--- src/rtl/debug_unit.sv ---
// Host-side debug/program loader for the pipelined MIPS core: UART command decode,
// program memory load, run/step gating and PC + register file dump. Optional: DEBUG_UNIT_STEP_EN.
module debug_unit #(
  parameter int LEN          = 32,
  parameter int NB_PROG_ADDR = 4,
  parameter int NB_BYTE      = 8,
  parameter int NB_REG_ADDR  = 5
) (
  input  logic                    i_clk,
  input  logic                    i_rst,
  input  logic [NB_BYTE-1:0]      i_rx_data,
  input  logic                    i_rx_valid,
  output logic [NB_BYTE-1:0]      o_tx_data,
  output logic                    o_tx_valid,
  input  logic                    i_tx_ready,
  output logic                    o_prog_we,
  output logic [NB_PROG_ADDR-1:0] o_prog_addr,
  output logic [LEN-1:0]          o_prog_data,
  output logic                    o_cpu_en,
  input  logic                    i_cpu_halt,
  input  logic [LEN-1:0]          i_pc,
  output logic [NB_REG_ADDR-1:0]  o_reg_addr,
  input  logic [LEN-1:0]          i_reg_data
);

  localparam int BPW        = LEN / NB_BYTE;
  localparam int BC_W       = (BPW > 1) ? $clog2(BPW) : 1;
  localparam int DUMP_BYTES = BPW * (1 + 2**NB_REG_ADDR);
  localparam int IDX_W      = $clog2(DUMP_BYTES);
  localparam int CNT_W      = ((NB_BYTE > NB_PROG_ADDR) ? NB_BYTE : NB_PROG_ADDR) + 1;

  localparam logic [NB_BYTE-1:0] CMD_LOAD = NB_BYTE'(8'h4C);
  localparam logic [NB_BYTE-1:0] CMD_RUN  = NB_BYTE'(8'h52);
`ifdef DEBUG_UNIT_STEP_EN
  localparam logic [NB_BYTE-1:0] CMD_STEP = NB_BYTE'(8'h53);
`endif

  typedef enum logic [2:0] {
    ST_IDLE,
    ST_LOAD_CNT,
    ST_LOAD_DATA,
    ST_WRITE,
    ST_RUN,
`ifdef DEBUG_UNIT_STEP_EN
    ST_STEP,
`endif
    ST_DUMP
  } state_t;

  state_t            state, state_n;
  logic [CNT_W-1:0]  words_left;
  logic [NB_PROG_ADDR-1:0] word_idx;
  logic [BC_W-1:0]   byte_cnt;
  logic [LEN-1:0]    word_q;
  logic [LEN-1:0]    pc_cap;
  logic [IDX_W-1:0]  tx_idx;
  logic              tx_valid_q;

  always_comb begin
    state_n = state;
    case (state)
      ST_IDLE: begin
        if (i_rx_valid) begin
          if (i_rx_data == CMD_LOAD)
            state_n = ST_LOAD_CNT;
          else if (i_rx_data == CMD_RUN)
            state_n = i_cpu_halt ? ST_DUMP : ST_RUN;
`ifdef DEBUG_UNIT_STEP_EN
          else if (i_rx_data == CMD_STEP)
            state_n = ST_STEP;
`endif
        end
      end
      ST_LOAD_CNT:  if (i_rx_valid) state_n = ST_LOAD_DATA;
      ST_LOAD_DATA: if (i_rx_valid && byte_cnt == BC_W'(BPW - 1)) state_n = ST_WRITE;
      ST_WRITE:     state_n = (words_left == CNT_W'(1)) ? ST_IDLE : ST_LOAD_DATA;
      ST_RUN:       if (i_cpu_halt) state_n = ST_DUMP;
`ifdef DEBUG_UNIT_STEP_EN
      ST_STEP:      state_n = ST_DUMP;
`endif
      ST_DUMP: begin
        if (tx_valid_q && i_tx_ready && tx_idx == IDX_W'(DUMP_BYTES - 1))
          state_n = ST_IDLE;
      end
      default:      state_n = ST_IDLE;
    endcase
  end

  // The PC is captured in the first DUMP cycle (tx_valid still low): the CPU is
  // already frozen there, so the value includes the last enabled cycle's update.
  always_ff @(posedge i_clk or negedge i_rst) begin
    if (!i_rst) begin
      state      <= ST_IDLE;
      words_left <= '0;
      word_idx   <= '0;
      byte_cnt   <= '0;
      word_q     <= '0;
      pc_cap     <= '0;
      tx_idx     <= '0;
      tx_valid_q <= 1'b0;
    end else begin
      state <= state_n;
      case (state)
        ST_LOAD_CNT: begin
          if (i_rx_valid) begin
            words_left <= (i_rx_data == '0) ? CNT_W'(2**NB_PROG_ADDR) : CNT_W'(i_rx_data);
            word_idx   <= '0;
            byte_cnt   <= '0;
          end
        end
        ST_LOAD_DATA: begin
          if (i_rx_valid) begin
            word_q   <= {word_q[LEN-NB_BYTE-1:0], i_rx_data};
            byte_cnt <= (byte_cnt == BC_W'(BPW - 1)) ? '0 : byte_cnt + BC_W'(1);
          end
        end
        ST_WRITE: begin
          word_idx   <= word_idx + NB_PROG_ADDR'(1);
          words_left <= words_left - CNT_W'(1);
        end
        ST_DUMP: begin
          if (!tx_valid_q) begin
            pc_cap     <= i_pc;
            tx_valid_q <= 1'b1;
          end else if (i_tx_ready) begin
            if (tx_idx == IDX_W'(DUMP_BYTES - 1)) begin
              tx_idx     <= '0;
              tx_valid_q <= 1'b0;
            end else begin
              tx_idx <= tx_idx + IDX_W'(1);
            end
          end
        end
        default: ;
      endcase
    end
  end

  assign o_prog_we   = (state == ST_WRITE);
  assign o_prog_addr = word_idx;
  assign o_prog_data = word_q;
`ifdef DEBUG_UNIT_STEP_EN
  assign o_cpu_en    = (state == ST_RUN) || (state == ST_STEP);
`else
  assign o_cpu_en    = (state == ST_RUN);
`endif
  assign o_tx_valid  = tx_valid_q;
  assign o_reg_addr  = (tx_valid_q && tx_idx >= IDX_W'(BPW))
                       ? NB_REG_ADDR'((tx_idx - IDX_W'(BPW)) >> BC_W) : '0;

  logic [LEN-1:0]  tx_word;
  logic [BC_W-1:0] tx_sel;

  always_comb begin
    tx_word   = (tx_idx < IDX_W'(BPW)) ? pc_cap : i_reg_data;
    tx_sel    = tx_idx[BC_W-1:0];
    o_tx_data = '0;
    if (tx_valid_q)
      o_tx_data = tx_word[LEN-1-int'(tx_sel)*NB_BYTE -: NB_BYTE];
  end

endmodule

--- config.mk ---
export PLATFORM = sky130hd
export DESIGN_NAME = debug_unit
export DESIGN_NICKNAME = d
export VERILOG_FILES = /design/src/rtl/debug_unit.sv
export SDC_FILE = /design/constraint.sdc
export NUM_CORES = 1
export LEC_CHECK = 0
export BUFFER_PORTS_ARGS = -buffer_cell sky130_fd_sc_hd__clkbuf_2
export CORE_MARGIN = 5
export CORE_UTILIZATION = 56
export CTS_CLUSTER_DIAMETER = 120
export DETAILED_ROUTE_END_ITERATION = 16
export PLACE_DENSITY = 0.85
export SYNTH_ARGS = -nofsm -noshare
export SYNTH_HDL_FRONTEND = slang
export SYNTH_SLANG_ARGS = --single-unit
export TNS_END_PERCENT = 10
--- constraint.sdc ---
create_clock -name i_clk -period 7.8 [get_ports i_clk]
set_clock_uncertainty 0.1 [all_clocks]
set_input_delay 1.95 -clock i_clk [delete_from_list [all_inputs] [get_ports i_clk]]
set_output_delay 1.95 -clock i_clk [all_outputs]
set_load 0.02 [all_outputs]
* Word-level counts from Yosys, hierarchy flattened
Index checks and enable logic that the tools add are counted.
Cells by class: add/subtract/negate cells 6, muxes and demuxes 26, bitwise operators 1, shifts and indexed selects 1, reductions and logical operators 14, magnitude comparators 2, eq/ne operators 17
Operators by type and width (count):
- $shiftx 39x6->8 | 1
- $mux 32 | 1
- $mux 8 | 3
- $mux 3 | 7
- $pmux 3 s6 | 1
- $pmux 9 s2 | 1
- $eq 8x7->1 const B | 2
- $ne 2x2->1 const B | 5
- $eq 9x1->1 const B | 1
- $mux 9 | 1
- $sub 9x1->9 const B | 1
- $add 8x1->8 const B | 1
- $eq 8x8->1 const B | 1
- $ge 8x3->1 const B | 1
- $logic_not 8->1 | 1
- $lt 8x3->1 const B | 1
- $mux 2 | 4
- $pmux 4 s2 | 1
- $sub 7x3->7 const B | 1
- $eq 3x2->1 const B | 2
- $eq 3x3->1 const B | 2
- $reduce_and 2->1 | 3
- $reduce_and 3->1 | 2
- $reduce_and 6->1 | 1
- other kinds (15) | 22
Storage, ports and cells: input port bits 77, output and inout port bits 52, register bits after elaboration 91, word-level logic and storage cells 75

* Logic depth before layout (Yosys ltp)
Gate-level depths: netlist of the first run.
depth after elaboration 5, gate-level depth with buffers 8, gate-level depth less buffers 7

* Worst setup path after synthesis of the first run
No wires, ideal clock.
kind input-to-output, start input i_reg_data[8], end output o_tx_data[0], stages 2, path slack 3.017 ns, arrival time 2.733 ns, buffers on the path 0, cell sequence mux4_1 a22o_1
Between the ends: cells in the longest elaborated chain, start to end 3
RTL lines:
- from (decl) | RTL line 23 | input logic [LEN-1:0] i_reg_data
- $mux 32 | RTL line 155 | tx_word = (tx_idx < IDX_W'(BPW)) ? pc_cap : i_reg_data;
- $shiftx 39x6->8 | RTL line 159 | o_tx_data = tx_word[LEN-1-int'(tx_sel)*NB_BYTE -: NB_BYTE];
- $mux 8 | RTL line 158 | if (tx_valid_q)
- to (decl) | RTL line 13 | output logic [NB_BYTE-1:0] o_tx_data,
Every way passes these cells.

* Final worst setup path of the first run
start register tx_idx[2], end output o_tx_data[2]
Between the ends: cells in the longest elaborated chain, start to end 4
RTL lines:
- from (decl) | RTL line 56 | logic [IDX_W-1:0] tx_idx;
- from (signal assigned) | RTL line 130 | tx_idx <= tx_idx + IDX_W'(1);
- $lt 8x3->1 | RTL line 155
- $mux 32 | RTL line 155
- $shiftx 39x6->8 | RTL line 159
- $mux 8 | RTL line 158
Every way passes these cells.

==> key figures, run 1 <==
Worst setup path
  – CP Capture Type: output port
  – Max FO, Critical Path: 17
  – Arr. time, crit path: 3080 ps
  – WP data required: 5750 ps
  – Cell chain of the critical path: inv_1, ha_1, nand2_2, or3_1, mux4_1, a22o_1, clkbuf_2
  – Critical path type: reg -> out
  – Critical path's largest stage delay: 740 ps
  – Critical path startpoint category: flip-flop
  – Critical Path Slowest Stage Cell: or3_1

Yosys
  – Top cell type's share of synthesized area: 50.60%
  – Mapped cell area: 0.004501 mm2
  – Ys async rst share: 100.0%
  – Top cell type by total area after synthesis: dfrtp_1
  – Dominant synthesized flop cell: dfrtp_1
  – Syn_nets: 442
  – Count of different cell masters after synthesis: 48
  – Yosys warning total: 0
  – Sequential fraction of the synthesis area: 50.60%
  – Post-synth EDFFs: 0
  – Cells after Synth: 355
  – Seq cells post-synth: 91
  – Leading post-synthesis cells by cell area: dfrtp_1 (51%), mux2_2 (16%), mux4_2 (4.5%)
  – Syn_area_per_cell: 12.68 um2

Run status
  – Outcome: finished clean

STA
  – Final hold violations: 0
  – Period Utilization, post-route: 65.79%
  – Final setup TNS: 0 ps
  – Final hold slack: 401.7 ps
  – Fin. max-slew vios: 0
  – Final setup violation count: 0
  – Fmax: 194.9 MHz
  – RSZ-0062 raised after global routing: false
  – Slew headroom: 30.95%
  – Worst setup margin: 2668 ps
  – Final min period: 5132 ps
  – Tightest Pin Transition: 1036 ps

Global routing
  – First-pass GRT wire length: 16940 um
  – Vias in the first global route: 3489
  – Pin count of the biggest net entering global routing: 86
  – Initial antenna violation count: 0
  – Total gr overflow: 0
  – Global-route usage over all layers: 21.29%

Detailed routing
  – Via/cell ratio: 5.726
  – Met2 wire len: 5014 um
  – Number of remaining DRC errors: 0
  – Routed len/inst: 17.37 um
  – Initial DRC count: 118
  – Metal-1 WL: 4142 um
  – Aggregate routed wire length: 10160 um
  – Max Used Layer: met4
  – WL met3: 846 um
  – DRT Pass-1 Iters: 6
  – Via count: 3350
  – Post-DRT Antenna Nets: 0

Clock network
  – Cts repair resizes: 0
  – CTS Buffer Depth: 2
  – Clock sinks: 91
  – TritonCTS Buffers: 9
  – # Post-CTS Setup Buffers: 0
  – Root Buffer: clkbuf_8
  – H-tree depth: 3
  – Worst-path clk slew: 100 ps
  – CTS tree: done
  – Hold_buf cts: 0
  – Clk Latency, worst-skew pair: 360 ps

Placement
  – Routability cong.: 0.9698
  – IO Port Bufs: 128
  – Hpwl dp: 7632 um
  – Post-DP Area: 0.005186 mm2
  – DP Worst Slack: 2814 ps
  – DP Cell Count: 569

Die
  – Die Ht: 99.65 um
  – # rows: 32
  – Initial Utilization: 57.94%
  – Die width: 99.65 um
  – Core Footprint: 0.007767 mm2
  – Top-level I/O count: 129
  – Die area: 0.009929 mm2

Pwr
  – Peak supply drop: 252.9 uV
  – PwrDens: 312.3 mW/mm2
  – Leakage: 2.710 nW
  – Overall Power: 1.691 mW

Finish
  – Cell area after layout: 0.005415 mm2
  – Share of layout cells above drive strength 1: 46.38%
  – Area Overhead vs Synth: 20.32%
  – Fin cells: 585
  – Commonest non-fill, non-tap cells in the layout: clkbuf_2 (127), dfrtp_1 (91), mux2_2 (64), nor2_1 (29), nand2_1 (17)
  – Fin nets: 565
  – N_diodes: 0
  – Commonest non-fill, non-tap cell in the layout: clkbuf_2
  – Core Util, Final: 69.72%

Flow run
  – Count of maximum capacitance violations: 0

Worst hold path
  – Hold Crit Class: reg -> reg
power breakdown:
| group | leakage, nW | total (mW) | switching [mW] | internal, mW |
|---|---|---|---|---|
| clock | 0.113 | 0.362 | 0.176 | 0.186 |
| sequential | 1.15 | 0.715 | 0.116 | 0.599 |
| combinational | 1.44 | 0.615 | 0.347 | 0.268 |
| total | 2.71 | 1.69 | 0.638 | 1.05 |
worst max-delay path, delay by kind of cell, from the launching register on:
family	cells	cell delay (ps)
and+or+nand+nor	2	820
muxes	1	660
DFF	1	460
buffers and inverters	2	270
AOI/OAI and AO/OA	1	260
adders and majority gates	1	250
state kept, by name (all words and copies together), names as in the netlist:
register,count
o_prog_data,32
tx_idx,8
byte_cnt,2
pc_cap,32
state,3
o_prog_addr,4
o_tx_valid,1
words_left,9
per-layer routing:
metal	global-route usage [%]	vias to the layer above
met1	26.78	1633
met3	5.119	14
met2	36.57	144
met4	6.408	0
li1	-	1559
met5	0	-
logic make-up (layout without fill, tap and decap cells):
group | after synthesis | after routing | synth area share, %
AO/OA/AOI/OAI | 45 | 45 | 7.006
XOR/XNOR | 9 | 9 | 1.752
adder cells (fa/ha/maj) | 10 | 10 | 2.780
buffers and inverters | 29 | 157 | 3.280
flip-flops | 91 | 91 | 50.60
multiplexers | 80 | 80 | 24.60
AND/OR/NAND/NOR | 91 | 91 | 9.981
synthesized netlist by cell type, types with 2 or more instances:
library cell / count
a21oi_1: 7
a22o_1: 9
a311oi_1: 2
and2_1: 3
and3_1: 5
buf_1: 3
buf_2: 3
buf_6: 2
clkbuf_1: 9
dfrtp_1: 91
ha_1: 10
inv_1: 9
mux2_2: 64
mux4_1: 7
mux4_2: 9
nand2_1: 17
nand3_1: 10
nand3b_1: 2
nand4_1: 3
nor2_1: 30
nor2b_1: 3
nor3_1: 8
nor4_1: 2
nor4bb_1: 2
o21ai_0: 12
o31ai_1: 3
or3_1: 2
xnor2_1: 6
xor2_1: 3
final timing paths:
kind	startpoint	end	slack (ps)	cells after the start
worst max-delay path	tx_idx[2]$_DFFE_PN0P_	o_tx_data[2]	2670	7
worst min-delay path	words_left[8]$_DFFE_PN0P_	words_left[8]$_DFFE_PN0P_	400	1
worst max register to register	tx_idx[0]$_DFFE_PN0P_	state[1]$_DFFE_PN0P_	5420	6
worst min register to register	words_left[8]$_DFFE_PN0P_	words_left[8]$_DFFE_PN0P_	400	1
max in group asynchronous	i_rst	o_prog_data[12]$_DFFE_PN0P_	5100	2
min in group asynchronous	i_rst	pc_cap[0]$_DFFE_PN0P_	1280	1
final cells by class:
type | instances | area [um2]
fillers | 570 | 2352
flip-flops and latches | 91 | 2277
multi-input cells | 235 | 2078
repair buffers | 131 | 665.6
well taps | 102 | 127.6
clock buffers | 9 | 123.9
clock inverters | 7 | 105.1
inverters | 10 | 37.54
Power figures use the tool's default switching activity.
==> run 2, diff against run 1 <==
Settings changed: CORE_UTILIZATION 56 to 47, PLACE_DENSITY 0.85 to 0.76.
Clock period 7.8 ns to 4.45 ns, I/O delays scaled along.
==> key figures, run 2 (synthesis gave the netlist of run 1 again) <==
Clock network
  – CTS tree: done
  – Worst-path clk slew: 100 ps (about the same)
  – Root Buffer: clkbuf_8
  – Hold_buf cts: 0 (unchanged)
  – Cts repair resizes: 0 (unchanged)
  – Clock sinks: 91 (unchanged)
  – # Post-CTS Setup Buffers: 0 (unchanged)
  – Clk Latency, worst-skew pair: 350 ps (about the same)
  – H-tree depth: 3 (unchanged)
  – CTS Buffer Depth: 2 (unchanged)
  – TritonCTS Buffers: 9 (unchanged)

Pwr
  – Internal: 1.795 mW (+70%)
  – Sw frac: 38.53% (+0.81 points)
  – Peak supply drop: 424.1 uV (+68%)
  – Seq pwr share: 42.9% (+0.6 points)
  – Clock power share: 20.3% (-1.1 points)
  – Sw Pwr: 1.125 mW (+76%)
  – Leakage: 2.711 nW (about the same)
  – Gate power share: 36.8% (+0.5 points)
  – Overall Power: 2.919 mW (+73%)
  – PwrDens: 536.6 mW/mm2 (+72%)

Global routing
  – First-pass GRT wire length: 16030 um (-5.4%)
  – Global-route usage over all layers: 17.41% (-3.9 points)
  – Initial antenna violation count: 0 (unchanged)
  – Pin count of the biggest net entering global routing: 42 (-51%)
  – Vias in the first global route: 3323 (-4.8%)
  – Total gr overflow: 0 (unchanged)

STA
  – Period Utilization, post-route: 91.91%
  – Final hold violations: 0 (unchanged)
  – Final setup violation count: 0 (unchanged)
  – Fmax: 244.5 MHz
  – Final min period: 4090 ps
  – RSZ-0062 raised after global routing: false
  – Slew headroom: 45.33% (+14 points)
  – Final setup TNS: 0 ps (unchanged)
  – Tightest Pin Transition: 808.9 ps (-226.8 ps)
  – Fin. max-slew vios: 0 (unchanged)

Finish
  – Multi-input gate area: 0.002079 mm2 (about the same)
  – Fin nets: 566 (+0.18%)
  – Share of layout cells above drive strength 1: 46.69% (+0.32 points)
  – Register Area: 0.002277 mm2 (unchanged)
  – N_diodes: 0 (unchanged)
  – Fin cells: 613 (+4.8%)
  – # fillers: 794 (+39%)
  – Commonest non-fill, non-tap cells in the layout: clkbuf_2 (127), dfrtp_1 (91), mux2_2 (64), nor2_1 (29), nand2_1 (17)
  – Area Overhead vs Synth: 20.88%
  – Commonest non-fill, non-tap cell in the layout: clkbuf_2

Placement
  – Hpwl dp: 7749 um (+1.5%)
  – IO Port Bufs: 128 (unchanged)
  – Routability cong.: 0.8649 (-11%)
  – DP Cell Count: 597 (+4.9%)

Die
  – Top-level I/O count: 129 (unchanged)
  – Initial Utilization: 48.48% (-9.5 points)
  – Die area: 0.01163 mm2 (+17%)
  – Die Ht: 107.9 um (+8.2%)
  – Core Footprint: 0.009284 mm2 (+20%)
  – # rows: 35 (+9.4%)
  – Die width: 107.9 um (+8.2%)

Detailed routing
  – Via/cell ratio: 5.408 (-5.6%)
  – Number of remaining DRC errors: 0 (unchanged)
  – Post-DRT Antenna Nets: 0 (unchanged)
  – Via count: 3315 (-1.0%)
  – Initial DRC count: 162 (+37%)
  – Routed len/inst: 16.66 um (-4.1%)
  – Aggregate routed wire length: 10210 um (+0.54%)
  – DRT Pass-1 Iters: 5 (-1)

Run status
  – Outcome: finished clean

Flow run
  – Count of maximum capacitance violations: 0 (unchanged)

Worst setup path
  – WP data required: 3240 ps (-2510 ps)
  – Critical path startpoint category: flip-flop
  – Critical path type: reg -> out
  – Max FO, Critical Path: 17 (unchanged)
  – CP Capture Type: output port
  – Arr. time, crit path: 2880 ps (-200 ps)

Worst hold path
  – Hold Crit Class: reg -> reg
-- run 2: cell types whose count changed in the layout (fill, tap and decap cells not counted), sizes merged --
cell and delta:
buf +1, clkinv +1, clkinvlp -1, bufinv -1
inv +1
-- run 2: path summary, 6_finish.rpt --
path                                                 start                    endpoint  slack (ps)  cells after the start
worst min-delay path            o_prog_addr[3]$_DFFE_PN0P_  o_prog_addr[3]$_DFFE_PN0P_         410                      1
max in group asynchronous                            i_rst   words_left[7]$_DFFE_PN0P_        2970                      2
worst max register to register       tx_idx[0]$_DFFE_PN0P_        state[1]$_DFFE_PN0P_        2140                      6
worst max-delay path                 tx_idx[2]$_DFFE_PN0P_                o_tx_data[2]         360                      7
min in group asynchronous                            i_rst       pc_cap[0]$_DFFE_PN0P_         500                      1
worst min register to register  o_prog_addr[3]$_DFFE_PN0P_  o_prog_addr[3]$_DFFE_PN0P_         410                      1
-- run 2: cell type report --
class,instances,share of cell area [%]
Clock inverter,7,1.610
Clock buffer,9,2.277
Timing Repair Buffer,132,12.37
Inverter,10,0.6900
Multi-Input combinational cell,235,38.22
Sequential cell,91,41.86
Tap cell,129,2.967
-- run 2: per-layer routing --
layer  vias to the layer above  global-route usage (%)  wire [um]
li1                       1560                       -          -
met4                         0                   4.779         63
met1                      1623                   21.94       4378
met2                       127                   29.40       4958
met3                         5                   4.859        814
met5                         -                       0          0
-- run 2: power groups by stage --
stage	Sequential, mW	Combinational (mW)	Clock (mW)
after floorplan	1.41	0.568	0
after global placement	1.25	1.06	0
final	1.25	1.07	0.593
after detailed placement	1.27	1.09	0
after global routing	1.29	1.17	0.653
after CTS	1.25	1.09	0.610
-- run 2: worst max-delay path, cell delays in order, from the launching register on --
cell and delay [ps]:
dfrtp_1 440, inv_1 140, ha_1 220, nand2_2 70, or3_2 670, mux4_1 570
a22o_1 250, clkbuf_2 150
-- run 2: through the flow --
step	cell area, um2	hold slack (ps)	setup slack (ps)	util [%]
global route	5440	420.7	208.0	58.60
CTS	5439	409.9	171.4	58.58
finish	5440	407.8	359.9	58.60
detailed placement	5228	390.1	579.0	56.31
global placement	5228	377.2	684.2	56.31
floorplan	4501	357.8	1164	-
